==> config.mk <==
export PLATFORM = sky130hd
export DESIGN_NAME = serial_transceiver_fifo
export DESIGN_NICKNAME = d
export VERILOG_FILES = /design/src/rtl/serial_tx_pkg.sv /design/src/rtl/serial_tx_fifo_buf.sv /design/src/rtl/serial_transceiver_fifo.sv
export SDC_FILE = /design/constraint.sdc
export NUM_CORES = 1
export LEC_CHECK = 0
export CAP_MARGIN = 10
export CORE_UTILIZATION = 55
export DETAILED_ROUTE_END_ITERATION = 8
export DONT_BUFFER_PORTS = 1
export GPL_TIMING_DRIVEN = 0
export HOLD_SLACK_MARGIN = 0.12
export PLACE_DENSITY_LB_ADDON = 0.3
export SETUP_SLACK_MARGIN = 0.2
export SYNTH_ARGS = -nofsm -noshare
export SYNTH_HDL_FRONTEND = slang
export SYNTH_HIERARCHICAL = 1
export SYNTH_SLANG_ARGS = --single-unit
export TNS_END_PERCENT = 10
==> constraint.sdc <==
create_clock -name clk -period 3.1 [get_ports clk]
set_input_delay 0.62 -clock clk [delete_from_list [all_inputs] [get_ports clk]]
set_output_delay 0.62 -clock clk [all_outputs]
set_load 0.02 [all_outputs]
==> src/rtl/serial_tx_pkg.sv <==
// Shared types and helpers for the buffered serial transmitter.
package serial_tx_pkg;

  typedef enum logic [1:0] {
    IDLE,
    SHIFT,
    DONE
  } tx_state_e;

  function automatic int unsigned nchunk(input int unsigned din_w, input int unsigned dout_w);
    return (din_w + dout_w - 1) / dout_w;
  endfunction

endpackage

==> src/rtl/serial_tx_fifo_buf.sv <==
// Synchronous word FIFO with registered full/empty flags derived from the next count.
module serial_tx_fifo_buf #(
  parameter int unsigned W     = 32,
  parameter int unsigned DEPTH = 4
) (
  input  logic                     clk,
  input  logic                     reset,
  input  logic [W-1:0]             din,
  input  logic                     push,
  input  logic                     pop,
  output logic [W-1:0]             dout,
  output logic                     full,
  output logic                     empty,
  output logic [$clog2(DEPTH):0]   count
);

  localparam int unsigned AW = $clog2(DEPTH);
  localparam logic [AW:0] FULLC = (AW+1)'(DEPTH);

  logic [W-1:0]  mem [DEPTH];
  logic [AW-1:0] rptr;
  logic [AW-1:0] wptr;
  logic          wr;
  logic          rd;
  logic [AW:0]   count_nx;

  // A push into a full FIFO is only accepted when a pop frees a slot in the same cycle.
  always_comb begin
    rd       = pop && !empty;
    wr       = push && (!full || rd);
    count_nx = count;
    case ({wr, rd})
      2'b10:   count_nx = count + 1'b1;
      2'b01:   count_nx = count - 1'b1;
      default: count_nx = count;
    endcase
  end

  assign dout = mem[rptr];

  always_ff @(posedge clk) begin
    if (wr) mem[wptr] <= din;
  end

  always_ff @(posedge clk or negedge reset) begin
    if (!reset) begin
      rptr  <= '0;
      wptr  <= '0;
      count <= '0;
      full  <= 1'b0;
      empty <= 1'b1;
    end else begin
      if (wr) wptr <= wptr + 1'b1;
      if (rd) rptr <= rptr + 1'b1;
      count <= count_nx;
      full  <= (count_nx == FULLC);
      empty <= (count_nx == '0);
    end
  end

endmodule

==> src/rtl/serial_transceiver_fifo.sv <==
// FIFO-buffered serialiser: words leave as DOUT_W-bit chunks, LSB chunk first, one per txTick.
// Optional even-parity output dpar when SERIAL_TX_PARITY_EN is defined.
module serial_transceiver_fifo
  import serial_tx_pkg::*;
#(
  parameter int unsigned DIN_W  = 32,
  parameter int unsigned DOUT_W = 5,
  parameter int unsigned DEPTH  = 4,
  parameter int unsigned CONT   = 0
) (
  input  logic              clk,
  input  logic              reset,
  input  logic [DIN_W-1:0]  din,
  input  logic              sample,
  input  logic              startTx,
  input  logic              txTick,
  output logic [DOUT_W-1:0] dout,
  output logic              txBusy,
  output logic              txDone,
  output logic              full,
  output logic              empty,
  output logic              ovf
`ifdef SERIAL_TX_PARITY_EN
  ,
  output logic              dpar
`endif
);

  localparam int unsigned NCHUNK = nchunk(DIN_W, DOUT_W);
  localparam int unsigned SHW    = NCHUNK * DOUT_W;
  localparam int unsigned IDXW   = (NCHUNK > 1) ? $clog2(NCHUNK) : 1;
  localparam logic [IDXW-1:0] LAST = IDXW'(NCHUNK - 1);

  tx_state_e                state;
  logic [SHW-1:0]           shreg;
  logic [IDXW-1:0]          idx;
  logic [DIN_W-1:0]         head;
  logic [$clog2(DEPTH):0]   fifo_cnt;
  logic                     has_word;
  logic                     load;
  logic [DOUT_W-1:0]        chunk;

  serial_tx_fifo_buf #(
    .W     (DIN_W),
    .DEPTH (DEPTH)
  ) u_fifo (
    .clk   (clk),
    .reset (reset),
    .din   (din),
    .push  (sample),
    .pop   (load),
    .dout  (head),
    .full  (full),
    .empty (empty),
    .count (fifo_cnt)
  );

  assign has_word = (fifo_cnt != '0);
  assign chunk    = shreg[32'(idx) * DOUT_W +: DOUT_W];

  always_comb begin
    load = 1'b0;
    if (has_word) begin
      if (state == IDLE && startTx)  load = 1'b1;
      if (state == DONE && CONT != 0) load = 1'b1;
    end
  end

  // IDLE and DONE share the load path; load already encodes which trigger applies.
  always_ff @(posedge clk or negedge reset) begin
    if (!reset) begin
      state  <= IDLE;
      shreg  <= '0;
      idx    <= '0;
      dout   <= '0;
      txBusy <= 1'b0;
      txDone <= 1'b0;
      ovf    <= 1'b0;
`ifdef SERIAL_TX_PARITY_EN
      dpar   <= 1'b0;
`endif
    end else begin
      txDone <= 1'b0;
      if (sample && full && !load) ovf <= 1'b1;
      case (state)
        IDLE, DONE: begin
          if (load) begin
            shreg  <= SHW'(head);
            idx    <= '0;
            txBusy <= 1'b1;
            state  <= SHIFT;
          end else begin
            state  <= IDLE;
          end
        end
        SHIFT: begin
          if (txTick) begin
            dout <= chunk;
`ifdef SERIAL_TX_PARITY_EN
            dpar <= ^chunk;
`endif
            idx  <= idx + 1'b1;
            if (idx == LAST) begin
              state  <= DONE;
              txBusy <= 1'b0;
              txDone <= 1'b1;
            end
          end
        end
        default: state <= IDLE;
      endcase
    end
  end

endmodule

Yosys cells after proc, flatten, opt, wreduce, memory -nomap -nowiden. Memories as Yosys holds them, arrays and structs flattened. A register that Yosys moved wholly into a read port is not among the register bits. Index checks and enable logic that the tools add are counted.

Memories: 1. Bits of input ports: 37. Output and inout port bits: 10. Logic and storage cells: 67. Bits in writable memories: 128. Register bits: 22.

Memory list: u_fifo.mem (depth 4, width 32, read ports 1, clocked after memory_dff 1, write ports 1, RTL line serial_tx_fifo_buf.sv:20) `logic [W-1:0] mem [DEPTH];`.

Equal/unequal tests: 9. Reductions and logical operators: 20. Multiply operators: 1. Shifts and indexed selects: 1. Add/sub/neg operators: 5. Mux-type cells: 19.

Operators with widths (count): 35-bit by 7-bit indexed part select with 5-bit output (1); 3-bit case mux with 2 select lines (2); 1-bit 2-to-1 mux (11); 3-bit by 1-bit adder with 3-bit output, second input constant (2); 3-bit == test, second input constant (2); 3-bit by 3-bit multiplier with 6-bit output, second input constant (1); 3-bit 2-to-1 mux (2); 2-bit != test, second input constant (3); 2-bit AND reduction (3); 1-bit logical AND (5); 2-bit by 1-bit adder with 2-bit output, second input constant (2); 2-bit by 1-bit == test with 1-bit output, second input constant (2); 2-bit == test, second input constant (2); 1-bit logical NOT (4); 2-bit 2-to-1 mux (2); 2-bit case mux with 2 select lines (1); 4-bit AND reduction (1); 3-bit logical NOT (1); 3-bit AND reduction (1); 3-bit nonzero test (1); 3-bit by 1-bit subtractor with 3-bit output, second input constant (1); 2-bit logical NOT (1); 1-bit case mux with 2 select lines (1); 2-bit nonzero test (1); 2 further kinds (2).

Depth between registers and ports, before layout.
Depth after elaboration: 10. Mapped depth: 13. Gate-level depth less buffers: 11.

Cells and area by module. The synthesis kept the hierarchy.

By module, submodules not included: serial_tx_fifo_buf (times used 1, cells an instance 214, sequential area each 4070.2 um^2, area each 5172.5 um^2); serial_transceiver_fifo (times used 1, cells an instance 143, sequential area each 1126.1 um^2, area each 2015.7 um^2).

Worst setup path after synthesis. No wires, ideal clock.

Path type: input -> register. Start point: input startTx. End point: memory u_fifo.mem[0][0] (enable). Stages: 6. Setup slack: 0.338 ns. Buffers on the path: 2. Data arrival time: 2.370 ns. Data required time: 2.708 ns. Setup time: 0.392 ns. Cells stage by stage: nor4b_4 buf_4 buf_6 nand2b_1 a21boi_2 and2_1.

Word-level cells in the longest chain between the ends: 8.

Ends and longest elaborated chain: from (decl) (RTL line serial_transceiver_fifo.sv:15) `input logic startTx,`; 1-bit logical AND (RTL line serial_transceiver_fifo.sv:64) `if (state == IDLE && startTx) load = 1'b1;`; 1-bit 2-to-1 mux (RTL line serial_transceiver_fifo.sv:64); 1-bit 2-to-1 mux (RTL line serial_transceiver_fifo.sv:63) `if (has_word) begin`; via load (RTL line serial_transceiver_fifo.sv:40) `logic load;`; 1-bit logical AND (RTL line serial_tx_fifo_buf.sv:29) `rd = pop && !empty;`; 1-bit logical OR (RTL line serial_tx_fifo_buf.sv:30) `wr = push && (!full || rd);`; 1-bit logical AND (RTL line serial_tx_fifo_buf.sv:30); 1-bit 2-to-1 mux (RTL line serial_tx_fifo_buf.sv:42) `if (wr) mem[wptr] <= din;`; 1-bit 2-to-1 mux (not written as such) (RTL line serial_tx_fifo_buf.sv:42); to (decl) (RTL line serial_tx_fifo_buf.sv:20).

The timed path passes the listed nets, and every way through them passes these cells.

Final worst setup path.
Start point: register state[1]. End point: register u_fifo.empty.

Word-level cells in the longest chain between the ends: 10. Elaborated cells on any way between the ends: 11. Classes of those cells: 2 x eq/ne; 3 x mux; 6 x reduce/logical.

Ends and longest elaborated chain: from (decl) (RTL line serial_transceiver_fifo.sv:34) `tx_state_e state;`; from (signal assigned) (RTL line serial_transceiver_fifo.sv:72) `state <= IDLE;`; from (signal assigned) (RTL line serial_transceiver_fifo.sv:91) `state <= SHIFT;`; from (signal assigned) (RTL line serial_transceiver_fifo.sv:93) `state <= IDLE;`; 2-bit logical NOT * (RTL line serial_transceiver_fifo.sv:64); 1-bit logical AND * (RTL line serial_transceiver_fifo.sv:64); 1-bit 2-to-1 mux * (RTL line serial_transceiver_fifo.sv:64); 1-bit 2-to-1 mux * (RTL line serial_transceiver_fifo.sv:63); via load (RTL line serial_transceiver_fifo.sv:40); 1-bit logical AND * (RTL line serial_tx_fifo_buf.sv:29); 1-bit logical OR (RTL line serial_tx_fifo_buf.sv:30); 1-bit logical AND (RTL line serial_tx_fifo_buf.sv:30); 2-bit by 1-bit == test with 1-bit output / 2-bit == test (equally long branches) (RTL line serial_tx_fifo_buf.sv:32) `case ({wr, rd})`; 3-bit case mux with 2 select lines * (RTL line serial_tx_fifo_buf.sv:32); 3-bit logical NOT * (RTL line serial_tx_fifo_buf.sv:57) `empty <= (count_nx == '0);`; to (signal assigned) (RTL line serial_tx_fifo_buf.sv:57); to (decl) (RTL line serial_tx_fifo_buf.sv:13) `output logic empty,`.

The timed path passes the listed nets; every way through them passes the cells marked *. A chain may end at the register's enable or synchronous reset.

==> impl_metrics.toml <==
[run_status]
outcome = "completed"

[place]
place.gp.congestion = 0.726
hpwl_after_dpl_um = 7910
placedInstanceArea_mm2 = 0.00750
port-buffer-count = 0

[pwr]
design_power_total_mw = 8.03
power_leakage_nw = 2.92
pwr_density_cell_mw_per_mm2 = 984
peakVddDrop_mv = 0.647

[worst_setup_path]
critPathKind = "flip-flop to flip-flop"
critical_path.slowest_cell = "dfrtp_2"
worst_r2r_path_depth = 11
critPathArrivalTime_ns = 3.12
crit_path_end_kind = "flip-flop"
timing.reg2reg.setup_slack_ns = 0.34
worst-path-max-fanout = 10
critical_path_required_ns = 3.46
critPathLaunchType = "flip-flop"
delay_of_the_slowest_cell_on_the_worst_path_ns = 0.46
path_cells = "nor4b_4 -> buf_6 -> buf_6 -> nand2b_1 -> a21boi_4 -> inv_1 -> ha_1 -> inv_1 -> fa_1 -> nor2b_1 -> a32o_1"

[synth]
synthesis.nets = 402
synth.cell_area_mm2 = 0.00719
synthesis.instances = 357
postSynthAreaPerCell_um2 = 20.1
count_of_warnings_emitted_by_yosys = 6
synth.distinct_cells = 42
ys_seq_elements = 182
seq_total_area_yosys_pct = 72.3

[die]
chipHeight_um = 116
floorplan.initialDensity_pct = 56.7
horizontal_extent_of_the_die_um = 116
io-pin-count = 47
floorplan.die_area_mm2 = 0.0135
fp.coreArea_mm2 = 0.0127
core.rowCount = 41

[sta]
min_period_over_period_pct = 89.1
report.final.setup_viol = 0
clock.fmax_ghz = 0.362
worst_max_slew_margin_expressed_relative_to_the_limit_pct = 65.4
worst_slew_pin_slew_ns = 0.519
hold_viol_final = 0
timing.hold.ws_ns = 0.282
slew_violations = 0
fin_skew_ns = 0.00631
rsz0062_at_grt = "no"
post-route-min-period_ns = 2.76

[routing]
route.detailed.vias_per_inst = 5.74
detail_route.iter0.violations = 171
dr.pass1.iters = 4
wire_per_inst_um = 21.4
detailroute.via_count = 3286
detail-route-antenna-nets = 0
wl_um = 12200
post-route-drc-count = 0

[clocking]
clk_slew_on_worst_s_h_paths_ns = 0.06
cts-root-to-sink-buffers = 2
cts_sinks = 182
numCtsBuffers = 17
clk-insertion-delay-late_ns = 0.43
clock-root-buffer = "clkbuf_16"
tritoncts = "built"
cts_htree_levels = 4

[layout]
design.final.nets = 432
antenna-diode-count = 0
utilization_pct = 64.4
layout-drive-gt1-share_pct = 33.3
area_delta_synth_final_pct = 13.5
stdcell_area_mm2 = 0.00816

[hold_path]
min_path_type = "primary input to flip-flop"
worstHoldPathCells = 0

[global_routing]
grt_max_degree = 55
wire_length_of_the_first_global_routing_pass_um = 19300
initial_antenna_violation_count = 0
grt_overflow = 0
number_of_global_route_vias_before_repair = 3508
gr-usage-all-layers_pct = 20.6

[run]
max-cap-violations = 0
## worst paths after layout
kind                                               end             startpoint
max in group asynchronous       u_fifo/empty$_DFF_PN1_                  reset
max                             u_fifo/empty$_DFF_PN1_   state[1]$_DFFE_PN0P_
min in group asynchronous         state[1]$_DFFE_PN0P_                  reset
min reg2reg                      shreg[30]$_DFFE_PN0P_  shreg[30]$_DFFE_PN0P_
min                        u_fifo/mem[0][18]$_DFFE_PP_                din[18]
max reg2reg                     u_fifo/empty$_DFF_PN1_   state[1]$_DFFE_PN0P_
## sequential cells by signal (all words and copies together) (netlist names)
register      count
dout              5
idx               3
ovf               1
shreg            32
state             2
txBusy            1
txDone            1
u_fifo/count      3
u_fifo/empty      1
u_fifo/full       1
u_fifo/mem      128
u_fifo/rptr       2
u_fifo/wptr       2
## metrics by stage
stage,setup slack [ns],setup TNS [ns],std cells
floorplan,0.338,0,357
global placement,-0.575,-70.59,529
detailed placement,0.0562,0,533
CTS,0.267,0,570
global route,0.203,0,572
finish,0.339,0,572
## cell usage in the layout (no fill, tap or decap), types with 3 or more instances in the layout
cell and count:
a221oi_1 5, nand2_1 7, and2_2 4, buf_4 5, clkinv_2 5, nor2b_1 3, o21ai_0 3, nor2_1 12
a21oi_1 3, edfxtp_1 128, xnor2_1 7, inv_1 11, mux4_1 4, nand2b_1 3, dfrtp_2 3, buf_6 3
buf_12 6, clkbuf_1 4, buf_2 7, ha_1 7, mux2_2 35, clkbuf_16 17, mux4_2 31, dfrtp_1 50
mux2_4 3
## power by group
part | total [mW] | switching, mW | internal [mW] | leakage, nW
Sequential | 3.68 | 0.373 | 3.31 | 1.80
Clock | 2.09 | 0.863 | 1.22 | 0.284
Combinational | 2.26 | 1.05 | 1.21 | 0.832
Total | 8.03 | 2.28 | 5.74 | 2.92
## what timing repair did
action / in CTS / in global routing
hold buffers: 2 / 0
resized for setup: 3 / 2
cloned: 0 / 0
pin swaps: 2 / 1
buffers inserted: 3 / 2
endpoints found under the hold margin: 54 / 0
setup endpoints to repair: 3 / 19
## Yosys cell counts, drive strengths merged
cell | count | area (um2)
edfxtp | 128 | 3840
dfrtp | 53 | 1330
mux2 | 40 | 462
mux4 | 35 | 803
buf | 14 | 129
nor2 | 12 | 45.0
inv | 11 | 41.3
ha | 7 | 87.6
nand2 | 7 | 26.3
xnor2 | 7 | 61.3
a221oi | 5 | 43.8
and2 | 4 | 25.0
a21boi | 3 | 26.3
a21oi | 3 | 15.0
nand2b | 3 | 18.8
nor2b | 3 | 18.8
o21ai | 3 | 15.0
a211o | 2 | 17.5
mux2i | 2 | 20.0
a31o | 1 | 8.76
a32o | 1 | 10.0
and3b | 1 | 8.76
clkbuf | 1 | 3.75
dfstp | 1 | 26.3
fa | 1 | 20.0
nand3 | 1 | 5.00
nand3b | 1 | 7.51
nand4b | 1 | 8.76
nor3 | 1 | 10.0
nor3b | 1 | 7.51
nor4b | 1 | 23.8
o21bai | 1 | 7.51
o22ai | 1 | 6.26
xor2 | 1 | 8.76
## cell type report
| cell class | instances | area [um2] |
|---|---|---|
| Multi-Input combinational cell | 149 | 1830 |
| Sequential cell | 182 | 5200 |
| Clock inverter | 10 | 105 |
| Tap cell | 172 | 215 |
| Clock buffer | 22 | 464 |
| Inverter | 11 | 41.3 |
| Buffer | 15 | 136 |
| Fill cell | 857 | 4520 |
| Timing Repair Buffer | 11 | 163 |
## metal layers
metal  GRT usage (%)  vias to the layer above  part of all wire, %
li1                -                     1455                    -
met4            9.06                        0                  1.9
met2            32.9                       89                   49
met3            6.18                       18                  6.1
met5               0                        -                    0
met1            26.4                     1724                   43
## kinds of logic (layout without fill, tap and decap cells)
kind of cell	Yosys count	in the layout	synth area share, %
compound gates	20	20	2.09
xor+xnor	8	8	0.975
fa+ha+maj	8	8	1.50
buf+inv	26	69	2.42
flops	182	182	72.3
mux	77	77	17.9
simple gates	36	36	2.85
## worst max-delay path, delay by kind of cell (launching register included)
| kind | cells | cell delay (ns) |
|---|---|---|
| AO/OA/AOI/OAI | 2 | 0.43 |
| adder cells (fa/ha/maj) | 2 | 0.61 |
| buffers and inverters | 4 | 0.47 |
| flip-flops | 1 | 0.46 |
| AND/OR/NAND/NOR | 3 | 0.72 |
No activity file was read; power rests on OpenSTA's default activity.
==> RTL change: new RTL, config.mk and constraints unchanged <==
Add a define of `SERIAL_TX_PARITY_EN`.
--- a/src/rtl/serial_transceiver_fifo.sv
+++ b/src/rtl/serial_transceiver_fifo.sv
@@ -1,5 +1,7 @@
 // FIFO-buffered serialiser: words leave as DOUT_W-bit chunks, LSB chunk first, one per txTick.
 // Optional even-parity output dpar when SERIAL_TX_PARITY_EN is defined.
+`define SERIAL_TX_PARITY_EN
+
 module serial_transceiver_fifo
   import serial_tx_pkg::*;
 #(
Function (old outputs only; new: dpar): kept (equiv_simple and equiv_induct, registers matched by name and starting in step).
==> RTL change against the original RTL <==
Design area rose by 2.4%. First-iteration DRC count rose by 22%. Wire length rose by 6.2%. Sequential power rose by 1%. Power rose by 6.9%. Synthesized area rose by 2.7%. Clock power rose by 6%. Critical path depth rose by 1. Sequential cell count rose by 1. Worst setup slack barely moved. Die area rose by 2.6%. Largest cell class unchanged. Largest power group unchanged. Highest routed layer unchanged.
==> RTL change: results <==
group,metric,value,unit
synth,synth_top_cells_by_count,"edfxtp_1 (128), dfrtp_1 (54), mux2_2 (32), mux4_2 (29)",
synth,synth_xor_area_share,1.54,%
clocking,clk_latency,0.43,ns
sta,fmax,362,MHz
global_routing,grt_pass1_wl,20900,um
sta,tightest_slew,0.974,ns
synth,synth_compound_area_share,1.88,%
place,dp_hpwl,8070,um
cells_and_area,fill_cells,855,
synth,yosys-top-cells-area,"edfxtp_1 (52%), dfrtp_1 (18%), mux4_2 (8.9%)",
place,gp_congestion,0.810,
setup_path,cp.arrival,3.06,ns
cells_and_area,drive_gt1_share,29.8,%
synth,yosys-mux-area-fraction,18.8,%
setup_path,cpPeakStageDelay,0.43,ns
place,dpl_cell_area,7620,um2
place,dp_slack,-0.240,ns
pwr,peakVddDrop,0.514,mV
setup_path,r2r_slack,0.34,ns
route,drt-total-wl,13000,um
run_status,status,"completed",
synth,ys.flop_type,"edfxtp_1",
route,vias,3469,
min_path,hp-start,"din[31]",
synth,synthArstFlopShare,30.1,%
synth,yosys.area_share.adder,1.46,%
global_routing,grt_max_degree,56,
synth,synth.net_count,421,
pwr,p_leak,0.00301,uW
global_routing,grt_usage,20.8,%
cells_and_area,nets,448,
synth,ys_types,46,
global_routing,grt_pass1_vias,3751,
setup_path,cpMaxStageDelayCell,"fa_1",
synth,seq_area_frac_synth,70.8,%
==> RTL change: metrics by stage <==
stage                     setup TNS, ns  cells  hold WS, ns
final                                 0    588        0.283
after global routing                  0    588        0.264
after CTS                             0    586        0.271
after detailed placement         -0.443    548        0.327
after global placement           -67.86    548        0.327
after floorplan                       0    376        0.324
==> RTL change: kinds of logic (layout without fill, tap and decap cells) <==
| group | after synthesis | in the layout |
|---|---|---|
| flops | 183 | 183 |
| buf+inv | 26 | 66 |
| compound gates | 20 | 20 |
| mux | 82 | 82 |
| simple gates | 44 | 44 |
| fa+ha+maj | 8 | 8 |
| xor+xnor | 13 | 13 |
==> RTL change: final timing paths <==
check,to
min,u_fifo/mem[3][31]
max reg2reg,u_fifo/full
min reg2reg,shreg[14]
max,u_fifo/full
max in group asynchronous,u_fifo/empty
min in group asynchronous,dout[1]
==> RTL change: routing by layer <==
metal	part of all wire, %	GRT usage, %	vias up
li1	-	-	1528
met1	42	26.6	1839
met2	51	33.6	85
met3	4.8	5.86	17
met4	1.7	8.81	0
met5	0	0	-
==> RTL change: power breakdown <==
part | switching [uW] | internal (uW) | total (uW)
sequential | 387 | 3340 | 3720
combinational | 1290 | 1360 | 2650
clock | 875 | 1330 | 2210
==> RTL change: area by class of cell <==
type / instances / share of cell area, %
Buffer: 16 / 1.77
Clock inverter: 9 / 1.32
Multi-Input combinational cell: 167 / 24.3
Clock buffer: 23 / 6.11
Inverter: 10 / 0.449
Tap cell: 172 / 2.58
Sequential cell: 183 / 62.5
Timing Repair Buffer: 8 / 0.989
==> RTL change: timing repair <==
action                                  4_1_cts  5_1_grt
setup buffers                                 4        2
gates resized for setup                       4        3
endpoints found under the setup margin      131        2
pin swaps                                     2        2
hold endpoints to repair                     55        0
hold buffers                                  2        0
